===== src/rtl/lcd_display_sequencer.sv =====
// HD44780-style display front-end: one-time init sequence, then frame refreshes from an internal
// character buffer, with an optional blinking cursor cell and periodic or on-demand frames.
module lcd_display_sequencer #(
   parameter int unsigned CLK_HZ             = 50000000,
   parameter int unsigned COLS               = 16,
   parameter int unsigned ROWS               = 2,
   parameter int unsigned CLEAR_WAIT_US      = 1640,
   parameter int unsigned REFRESH_MS         = 1000,
   parameter logic [7:0]  CURSOR_CHAR        = 8'h23,
   parameter bit          REINIT_EVERY_FRAME = 1'b0
) (
   input  logic                          clk,
   input  logic                          reset,
   input  logic                          enable,
   input  logic                          periodic,
   input  logic                          refresh_req,
   input  logic                          blink_en,
   input  logic [$clog2(ROWS*COLS)-1:0]  cursor_pos,
   input  logic                          wr_en,
   input  logic [$clog2(ROWS*COLS)-1:0]  wr_addr,
   input  logic [7:0]                    wr_data,
   input  logic                          done,
   output logic                          next_instruction,
   output logic [9:0]                    db,
   output logic                          busy,
   output logic                          frame_done
);

   localparam int unsigned CELLS       = ROWS * COLS;
   localparam int unsigned AW          = $clog2(CELLS);
   localparam int unsigned CLEAR_CYC   = CLK_HZ / 1000000 * CLEAR_WAIT_US;
   localparam int unsigned REFRESH_CYC = CLK_HZ / 1000 * REFRESH_MS;
   localparam int unsigned CLR_W       = (CLEAR_CYC > 1) ? $clog2(CLEAR_CYC) : 1;
   localparam int unsigned REF_W       = (REFRESH_CYC > 1) ? $clog2(REFRESH_CYC) : 1;
   localparam int unsigned CLR_LAST    = (CLEAR_CYC > 0) ? CLEAR_CYC - 1 : 0;
   localparam int unsigned REF_LAST    = (REFRESH_CYC > 0) ? REFRESH_CYC - 1 : 0;
   localparam int unsigned RW_W        = (ROWS > 1) ? $clog2(ROWS) : 1;
   localparam int unsigned CW_W        = (COLS > 1) ? $clog2(COLS) : 1;

   typedef enum logic [3:0] {
      S_IDLE, S_FUNCTION_SET, S_ENTRY_MODE_SET, S_DISPLAY_ON_OFF, S_CLEAR_DISPLAY,
      S_WAIT_CLEAR, S_SET_ADDR, S_WRITE_CHAR, S_FRAME_END, S_FRAME_WAIT
   } state_t;

   state_t            state, state_n;
   logic [RW_W-1:0]   row, row_n;
   logic [CW_W-1:0]   col, col_n;
   logic [CLR_W-1:0]  clr_cnt, clr_cnt_n;
   logic [REF_W-1:0]  ref_cnt, ref_cnt_n;
   logic              init_done, init_done_n;
   logic              pending, pending_n;
   logic              phase, phase_n;
   logic [9:0]        db_n;
   logic              ni_n, busy_n, fd_n;
   logic              accept, start, issue;
   logic [AW-1:0]     idx_n;
   logic [7:0]        char_n;
   logic [6:0]        base_n;

   logic [7:0] mem [CELLS];

   // Character buffer; out-of-range addresses are dropped
   always_ff @(posedge clk) begin
      if (wr_en && (32'(wr_addr) < CELLS)) mem[wr_addr] <= wr_data;
   end

   always_ff @(posedge clk or negedge reset) begin
      if (!reset) begin
         state            <= S_IDLE;
         row              <= '0;
         col              <= '0;
         clr_cnt          <= '0;
         ref_cnt          <= '0;
         init_done        <= 1'b0;
         pending          <= 1'b0;
         phase            <= 1'b1;
         db               <= '0;
         next_instruction <= 1'b0;
         busy             <= 1'b0;
         frame_done       <= 1'b0;
      end else begin
         state            <= state_n;
         row              <= row_n;
         col              <= col_n;
         clr_cnt          <= clr_cnt_n;
         ref_cnt          <= ref_cnt_n;
         init_done        <= init_done_n;
         pending          <= pending_n;
         phase            <= phase_n;
         db               <= db_n;
         next_instruction <= ni_n;
         busy             <= busy_n;
         frame_done       <= fd_n;
      end
   end

   always_comb begin
      state_n     = state;
      row_n       = row;
      col_n       = col;
      clr_cnt_n   = '0;
      ref_cnt_n   = '0;
      init_done_n = init_done;
      pending_n   = pending | refresh_req;
      phase_n     = phase;
      start       = 1'b0;
      // a done coinciding with our own pulse cannot belong to that pulse
      accept      = done & ~next_instruction;

      case (state)
         S_IDLE:           if (enable) state_n = init_done ? S_FRAME_WAIT : S_FUNCTION_SET;
         S_FUNCTION_SET:   if (accept) state_n = S_ENTRY_MODE_SET;
         S_ENTRY_MODE_SET: if (accept) state_n = S_DISPLAY_ON_OFF;
         S_DISPLAY_ON_OFF: if (accept) state_n = S_CLEAR_DISPLAY;
         S_CLEAR_DISPLAY:  if (accept) state_n = S_WAIT_CLEAR;
         S_WAIT_CLEAR: begin
            if (clr_cnt == CLR_W'(CLR_LAST)) begin
               init_done_n = 1'b1;
               state_n     = S_SET_ADDR;
            end else begin
               clr_cnt_n = clr_cnt + CLR_W'(1);
            end
         end
         S_SET_ADDR:       if (accept) state_n = S_WRITE_CHAR;
         S_WRITE_CHAR: begin
            if (accept) begin
               if (col == CW_W'(COLS - 1)) begin
                  col_n = '0;
                  if (row == RW_W'(ROWS - 1)) begin
                     row_n   = '0;
                     state_n = S_FRAME_END;
                  end else begin
                     row_n   = row + RW_W'(1);
                     state_n = S_SET_ADDR;
                  end
               end else begin
                  col_n = col + CW_W'(1);
               end
            end
         end
         S_FRAME_END: begin
            phase_n = phase ^ blink_en;
            state_n = S_FRAME_WAIT;
         end
         S_FRAME_WAIT: begin
            if (!enable) begin
               state_n = S_IDLE;
            end else if (periodic) begin
               if (ref_cnt == REF_W'(REF_LAST)) start = 1'b1;
               else ref_cnt_n = ref_cnt + REF_W'(1);
            end else if (pending) begin
               start = 1'b1;
            end
         end
         default: state_n = S_IDLE;
      endcase

      if (start) begin
         state_n   = REINIT_EVERY_FRAME ? S_FUNCTION_SET : S_SET_ADDR;
         pending_n = refresh_req;
      end

      // Command bytes are prepared for the state being entered so db and the pulse align
      idx_n  = AW'(32'(row_n) * COLS + 32'(col_n));
      char_n = (blink_en && phase && (idx_n == cursor_pos)) ? CURSOR_CHAR : mem[idx_n];
      case (2'(row_n))
         2'd0:    base_n = 7'h00;
         2'd1:    base_n = 7'h40;
         2'd2:    base_n = 7'(COLS);
         default: base_n = 7'(64 + COLS);
      endcase

      issue = (state_n inside {S_FUNCTION_SET, S_ENTRY_MODE_SET, S_DISPLAY_ON_OFF,
                               S_CLEAR_DISPLAY, S_SET_ADDR, S_WRITE_CHAR})
              && ((state_n != state) || (state == S_WRITE_CHAR && accept));
      ni_n = issue;
      db_n = db;
      if (issue) begin
         case (state_n)
            S_FUNCTION_SET:   db_n = (ROWS > 1) ? 10'h038 : 10'h030;
            S_ENTRY_MODE_SET: db_n = 10'h006;
            S_DISPLAY_ON_OFF: db_n = 10'h00C;
            S_CLEAR_DISPLAY:  db_n = 10'h001;
            S_SET_ADDR:       db_n = {3'b001, base_n};
            default:          db_n = {2'b10, char_n};
         endcase
      end

      busy_n = !(state_n inside {S_IDLE, S_FRAME_END, S_FRAME_WAIT});
      fd_n   = (state_n == S_FRAME_END);
   end

endmodule


===== config.mk =====
export PLATFORM = sky130hd
export DESIGN_NAME = lcd_display_sequencer
export DESIGN_NICKNAME = d
export VERILOG_FILES = /design/src/rtl/lcd_display_sequencer.sv
export SDC_FILE = /design/constraint.sdc
export NUM_CORES = 1
export LEC_CHECK = 0
export ABC_AREA = 1
export BUFFER_PORTS_ARGS = -buffer_cell sky130_fd_sc_hd__buf_2
export CAP_MARGIN = 20
export CORE_MARGIN = 8
export CORE_UTILIZATION = 54
export DETAILED_ROUTE_END_ITERATION = 7
export MAX_ROUTING_LAYER = met4
export PLACE_DENSITY = 0.71
export SYNTH_ARGS = -nofsm -noshare
export SYNTH_HDL_FRONTEND = slang
export SYNTH_SLANG_ARGS = --single-unit

===== constraint.sdc =====
create_clock -name clk -period 2.77 [get_ports clk]
set_clock_uncertainty 0.1 [all_clocks]
set_input_delay 0.6925 -clock clk [delete_from_list [all_inputs] [get_ports clk]]
set_output_delay 0.6925 -clock clk [all_outputs]
set_load 0.02 [all_outputs]

Yosys cells after proc, flatten, opt, wreduce, memory -nomap -nowiden
Memory sizes are Yosys's and may differ from the RTL's.
Index checks and enable logic that the tools add are counted.

operators by class
  add/sub/neg operators = 5
  mux-type cells = 38
  reductions and logical operators = 11
  bitwise gates (word level) = 5
  equal/unequal tests = 22

operators by type and width
  kind                                                             count
  26-bit 2-to-1 mux                                                4
  4-bit 2-to-1 mux                                                 16
  10-bit case mux with 5 select lines                              1
  4-bit case mux with 10 select lines                              1
  17-bit 2-to-1 mux                                                2
  4-bit by 3-bit == test with 1-bit output, second input constant  7
  26-bit by 1-bit adder with 26-bit output, second input constant  1
  26-bit == test, second input constant                            1
  4-bit == test, second input constant                             5
  17-bit by 1-bit adder with 17-bit output, second input constant  1
  17-bit == test, second input constant                            1
  4-bit by 2-bit == test with 1-bit output, second input constant  4
  7-bit case mux with 2 select lines                               1
  1-bit 2-to-1 mux                                                 12
  4-bit by 1-bit == test with 1-bit output, second input constant  2
  4-bit zero test                                                  2
  8-bit 2-to-1 mux                                                 1
  6-bit nonzero test                                               1
  5-bit by 4-bit adder with 5-bit output                           1
  5-bit == test                                                    1
  4-bit by 1-bit adder with 4-bit output, second input constant    1
  1-bit logical AND                                                4
  4-bit inequality test                                            1
  3-bit nonzero test                                               1
  8 further kinds                                                  9

storage, ports and cells
  bits in registers = 68
  output and inout port bits = 13
  bits in writable memories = 256
  bits of input ports = 26
  memories kept = 1

memory list
  name  words  width  read ports  clocked after Yosys merged registers in  write ports  line  RTL
  mem   32     8      1           0                                        1            60    logic [7:0] mem [CELLS];

Logic depth before layout (Yosys ltp)
Gate-level depths: netlist of the first run.

  word-level depth = 10
  gate-level depth with buffers = 18
  mapped depth without buffers = 17

Least setup slack after synthesis of the first run
No wires, ideal clock.

  path kind = input-to-reg
  start point = in done
  end point = reg db[1]
  library setup time = 0.120 ns
  path slack = 0.481 ns
  path buffers = 2
  cell stages on the path = 15
  data arrival time = 2.069 ns
  path through = inv_2 -> nor2_2 -> nand3_4 -> nand2_4 -> nand2_4 -> buf_6 -> buf_4 -> o21ai_1 -> nand3_1 -> nand3_1 -> nand2_1 -> nand2_1 -> nand2_1 -> o21ai_1 -> nand2_1

on the way
  word-level cells in the longest chain between the ends = 8
  elaborated cells between the ends (all ways) = 30
  classes of those cells = 1 x add/sub; 8 x eq/ne; 14 x mux; 1 x bitwise; 5 x reduce/logical; 1 x memory

RTL lines
  what                                                       line  RTL
  start: declaration                                         22    input logic done,
  1-bit bitwise AND *                                        108   accept = done & ~next_instruction;
  branches (longest 7 deep; another with memory 32 x 8 bit)  -
  end signal: assignment                                     90    db <= db_n;
  end: declaration                                           24    output logic [9:0] db,

Mark *: on every way between the ends.
A chain may end at the register's enable or synchronous reset.

Worst setup path after layout of the first run
  start point = reg col[0]
  end point = reg db[6]

on the way
  word-level cells in the longest chain between the ends = 9
  elaborated cells between the ends (all ways) = 30
  classes of those cells = 2 x add/sub; 9 x eq/ne; 13 x mux; 1 x bitwise; 4 x reduce/logical; 1 x memory

RTL lines
  what                                                       line  RTL
  start: declaration                                         47    logic [CW_W-1:0] col, col_n;
  start signal: assignment                                   84    col <= col_n;
  branches (longest 9 deep; another with memory 32 x 8 bit)  -

Several ways; the timed one is not identified. The select of a mux whose other input is x is not followed.

==> results of run 1 <==
==> Yosys cell counts, types with 2 or more instances <==
library cell / number / share of area [%]
nand2_1: 360 / 9.4
nand3_1: 259 / 9.0
edfxtp_1: 256 / 54
inv_1: 116 / 3.0
nor2_1: 111 / 2.9
dfrtp_1: 66 / 12
a21oi_1: 33 / 1.2
buf_2: 24 / 0.84
nor3_1: 19 / 0.66
inv_2: 15 / 0.39
nand3b_1: 14 / 0.73
clkbuf_1: 12 / 0.31
nand4_1: 11 / 0.48
o21ai_0: 10 / 0.35
buf_4: 8 / 0.42
buf_6: 7 / 0.55
nand2_2: 7 / 0.31
a31oi_1: 6 / 0.26
nor3b_1: 6 / 0.31
o21ai_1: 6 / 0.21
nor2_2: 5 / 0.22
ha_1: 4 / 0.35
nor4_1: 4 / 0.17
o211ai_1: 4 / 0.21
xor2_1: 4 / 0.24
a211oi_1: 3 / 0.16
nand3_2: 3 / 0.21
nor2_4: 3 / 0.24
and3_1: 2 / 0.087
buf_1: 2 / 0.052
clkinv_1: 2 / 0.052
nand2_4: 2 / 0.16
o21ai_2: 2 / 0.12
or2_2: 2 / 0.087
==> critical path, stage by stage (launching register included) <==
cell	delay, ps
dfrtp_1	420
ha_1	260
nand3_1	170
nand2_1	110
inv_1	70
nand2_1	80
nand2_4	140
buf_12	230
nand2_1	90
nand3_1	90
nand3_1	140
nand3_1	150
nand3_1	160
nand2_1	100
nand2_1	50
a21oi_1	150
==> placed cells by master, fill, tap and decap left out, types with 15 or more instances in the layout <==
master,netlist,final
nor3_1,19,19
nand3_1,259,257
buf_2,24,37
nor2_1,111,111
inv_2,15,15
clkbuf_16,0,37
edfxtp_1,256,256
nand2_1,360,356
a21oi_1,33,33
buf_4,8,59
inv_1,116,116
dfrtp_1,66,66
==> layout make-up <==
class                      instances  area [µm²]
timing repair buffer             108         850
sequential                       323        9370
fill                            2020        9510
multi-input combinational        893        4220
clock inverter                    17         216
clock buffer                      49         981
tap                              335         419
inverter                         133         499
==> through the flow <==
stage | total power, mW | std cells
after global routing | 17.2 | 1858
after floorplan | 9.57 | 1402
final | 16.4 | 1858
after detailed placement | 11.5 | 1791
after global placement | 11.4 | 1791
after CTS | 16.3 | 1858
==> cells by family (layout without fill, tap and decap cells) <==
| group | count (synthesis) | after routing | share of synthesized area (%) |
|---|---|---|---|
| xor gates and xnor gates | 6 | 6 | 0.419 |
| adders and majority gates | 4 | 4 | 0.349 |
| muxes | 1 | 1 | 0.0786 |
| AOI/OAI and AO/OA | 70 | 70 | 2.85 |
| DFF | 323 | 323 | 65.3 |
| buffers and inverters | 186 | 307 | 5.66 |
| other | 1 | 1 | 0.0262 |
| and+or+nand+nor | 811 | 811 | 25.3 |
==> metal layers <==
layer  vias up  global-route usage [%]  part of all wire (%)
li1       4949                       -                     -
met1      5034                    29.3                    40
met2       452                    36.1                    48
met3        84                    3.66                   9.1
met4         0                    8.34                   3.3
met5         -                       -                     0
==> worst min path at each step <==
stage / cells after the start / endpoint / from
floorplan: 0 / busy$_DFF_PN0_ / reset
global route: 2 / pending$_DFF_PN0_ / refresh_req
global placement: 1 / ref_cnt[0]$_DFF_PN0_ / ref_cnt[0]$_DFF_PN0_
detailed placement: 1 / ref_cnt[0]$_DFF_PN0_ / ref_cnt[0]$_DFF_PN0_
finish: 2 / pending$_DFF_PN0_ / refresh_req
CTS: 2 / pending$_DFF_PN0_ / refresh_req
==> where the power goes <==
part	total (mW)	leakage [nW]	internal (mW)	switching, mW
clock	4.81	0.584	2.96	1.85
sequential	5.60	3.19	5.46	0.139
combinational	5.97	2.92	1.97	4.00
total	16.4	6.70	10.4	5.98
==> sequential cells by signal, summed over array words and instances, names as in the netlist, 4 cells and up <==
signal / flops
db: 9
mem: 256
state: 4
clr_cnt: 17
ref_cnt: 26
col: 4
==> repair_timing <==
item | in CTS | in global routing
endpoints found under the hold margin | 9 | 0
hold buffers | 1 | 0
resized for setup | 0 | 11
endpoints found under the setup margin | 0 | 10
==> qor.yml, run 1 <==
avgSynthCellArea_um2: 10.2
core_mm2: 0.0261
ff2ff_path_depth: 15
cts_tree: "built"
drc: 0
finish.utilization_pct: 63.5
synth.ff_latch_count: 323
synth.distinct_cells: 48
synth_edf_count: 256
cp_max_fo: 41
start_kind: "flip-flop"
die_w_um: 179
syn_to_final_growth_pct: 15.5
grt_pass1_vias: 10240
drive_above_1_share_pct: 13.8
clk_latency_ps: 530
die_area_mm2: 0.0320
rrSetupSlack_ps: 180
maxSlewViolCount: 0
via_per_inst: 5.66
required_ps: 3100
grt_pass1_wl_um: 54900
worst_pin_slew_ps: 771
path_class: "flip-flop to flip-flop"
grt_max_degree: 42
dp_hpwl_um: 22100
cp-endpoint: "db[6]$_DFFE_PN0P_"
core.rowCount: 59
netlist_area_mm2: 0.0143
wire_per_inst_um: 18.8
firstDrtPassIters: 5
antenna_found_initial: 0
r2r_start: "col[0]$_DFF_PN0_"
async_flop_share_pct: 20.7
place_area_mm2: 0.0153
drtIter0Drc: 1191
setup_viol: 0
syn_inst: 1402
cts_buffers: 36
vdd_ir_drop_max_v: 0.000901
hold_violations: 0
gp_congestion: 0.875
grt.total_usage_pct: 22.8
cap_violations: 0
tns_ps: 0
post-route-period-util_pct: 93.6
cp-end-kind: "flip-flop"
max-slew-margin-rel_pct: 48.6
cellLeakagePower_nw: 6.70
stdcell_area_mm2: 0.0165
initial_core_util_pct: 55.0
synth_nets: 1432
crit_start: "col[0]$_DFF_PN0_"
finalWorstSetupSlack_ps: 178
vias: 10519
status: "completed"
clock_sinks: 323
max_freq_mhz: 386
r2r-end: "db[6]$_DFFE_PN0P_"
cts_buffer_depth: 3
yosys_warnings: 0
htreeDepth: 2
hp-class: "primary input to flip-flop"
diodes: 0
p_per_area_mw_per_mm2: 989
final_nets: 1525
synth_flop_cell: "edfxtp_1"
yosysSeqAreaShare_pct: 65.3
grt_overflow: 0
whs_ps: 265
die_height_um: 179
worst_ep_arrival_time_ps: 2930
post_cts.repair.setup_buffers: 0
ant_nets: 0
io_pins: 39
wl_um: 34900
root_buffer: "clkbuf_16"
fin_crit_ps: 2590
io_buffers: 37
dp_slack_ps: -8.70
path_clk_slew_ps: 60
No activity file was read; power rests on OpenSTA's default activity.
==> run 2: changes to the inputs <==
REMOVE_ABC_BUFFERS = 1   (was not set)
==> qor.yml, run 2 (synthesized netlist as in run 1, its figures left out) <==
r2r_start: "ref_cnt[0]$_DFF_PN0_"
cts_buffer_depth: 3
worst_ep_arrival_time_ps: 2950
largest-register: "mem"
syn_to_final_growth_pct: 14.8
ant_nets: 0
grt.total_usage_pct: 22.9
wl_um: 34900
rsz0062_at_grt: "no"
maxSlewViolCount: 0
clock_sinks: 323
initial_core_util_pct: 55.0
p_total_mw: 16.1
reg_top3: "mem x256, ref_cnt x26, clr_cnt x17"
final_common_cell: "nand2_1"
diodes: 0
dp_slack_ps: -0.165
io_buffers: 37
comb_power_share_pct: 36.7
cap_violations: 0
antenna_found_initial: 0
root_buffer: "clkbuf_16"
vdd_ir_drop_max_v: 0.000847
path_class: "flip-flop to flip-flop"
grt_pass1_wl_um: 55300
cts_hold_buf: 0
cellLeakagePower_nw: 6.63
tns_ps: 0
io_pins: 39
whs_ps: 63.9
grt_max_degree: 68
drc: 0
layout_common_cells: "nand2_1 (359), nand3_1 (259), edfxtp_1 (256)"
die_w_um: 179
gp_congestion: 0.913
htreeDepth: 2
start_kind: "flip-flop"
core_mm2: 0.0261
ff2ff_path_depth: 16
core.rowCount: 59
r2r-end: "db[1]$_DFFE_PN0P_"
die_area_mm2: 0.0320
max-slew-margin-rel_pct: 37.1
p_per_area_mw_per_mm2: 981
max_freq_mhz: 377
hold_violations: 0
cp_max_fo: 10
cts_buffers: 35
dp_hpwl_um: 22300
cp-end-kind: "flip-flop"
path_clk_slew_ps: 60
via_per_inst: 5.69
sw_frac_of_total_pct: 36.7
fin_crit_ps: 2660
hp-class: "primary input to async pin"
finalWorstSetupSlack_ps: 115
rrSetupSlack_ps: 110
grt_overflow: 0
status: "completed"
cts_tree: "built"
die_height_um: 179
finish.utilization_pct: 63.2
clk_latency_ps: 520
setup_viol: 0
final_nets: 1515
seqPwrFrac_pct: 34.8
p_clk_share_pct: 28.6
wire_per_inst_um: 18.9
firstDrtPassIters: 6
worst_pin_slew_ps: 940
p_switching_mw: 5.93
largest_register_ffs: 256
p_int_mw: 10.2
vias: 10507
post-route-period-util_pct: 95.8
grt_pass1_vias: 10380
drtIter0Drc: 1032
drive_above_1_share_pct: 13.0
required_ps: 3060
-- run 2: cell types whose count changed in the layout (fill, tap and decap cells not counted), moves of 2 or more --
cell and delta:
buf_12 +7, buf_4 -14, clkbuf_1 -3, clkbuf_16 -2
clkinv_1 +2, inv_6 +2, nand2_1 +3, nand2_4 -3
nand3_1 +2
-- run 2: how the worst max path moves through the flow --
stage,start,end,slack (ps),cells after the start
after floorplan,done,db[4]$_DFFE_PN0P_,-420,12
after global placement,done,db[1]$_DFFE_PN0P_,4,13
after detailed placement,done,db[1]$_DFFE_PN0P_,-0.2,13
after CTS,ref_cnt[0]$_DFF_PN0_,db[1]$_DFFE_PN0P_,170,14
after global routing,ref_cnt[0]$_DFF_PN0_,db[1]$_DFFE_PN0P_,6,14
final,ref_cnt[0]$_DFF_PN0_,db[1]$_DFFE_PN0P_,110,16
-- run 2: metal layers --
metal	share of wire, %	GRT usage, %	routed length (µm)	up-vias
li1	-	-	-	4936
met5	0	-	0	-
met2	47	36.1	16500	478
met4	2.6	7.20	911	0
met3	9.3	5.05	3260	78
met1	41	29.4	14300	5015
-- run 2: area by class of cell --
class	instances	area, µm²
clock inverter	20	215
fill	2063	9600
tap	335	419
inverter	133	499
multi-input combinational	893	4180
sequential	323	9370
clock buffer	44	920
timing repair buffer	99	863
-- run 2: repair_timing --
item                                    in CTS  in global routing
endpoints found under the hold margin        0                  0
resized for setup                            0                  1
setup buffers                                0                  2
endpoints found under the setup margin       0                  4
-- run 2: through the flow --
step                      area [µm²]  instances
after CTS                      16400       1845
after global placement         15300       1781
after floorplan                14000       1349
final                          16500       1847
after global routing           16500       1847
after detailed placement       15300       1781
-- run 2: worst max-delay path: stages (launching register included) --
cell     delay [ps]
dfrtp_1         360
ha_1            170
nand2_1          90
nor2_2          140
nand2_1         100
nor2_1          120
nand3_1         110
nand2_1         120
nand2_2         170
nand2_2         160
nand2_1          60
nand3_1         110
nor2_1           50
nand2_1          50
nand2_1         140
a21oi_1         370
nand2_1         110
-- run 2: power by group through the flow --
stage | Clock [mW] | Sequential, mW | Combinational [mW]
3_5_place_dp | 0 | 5.71 | 5.75
3_3_place_gp | 0 | 5.71 | 5.66
4_1_cts | 4.68 | 5.61 | 5.80
6_report | 4.61 | 5.62 | 5.92
5_1_grt | 4.84 | 5.64 | 6.51
2_1_floorplan | 0 | 5.76 | 3.44
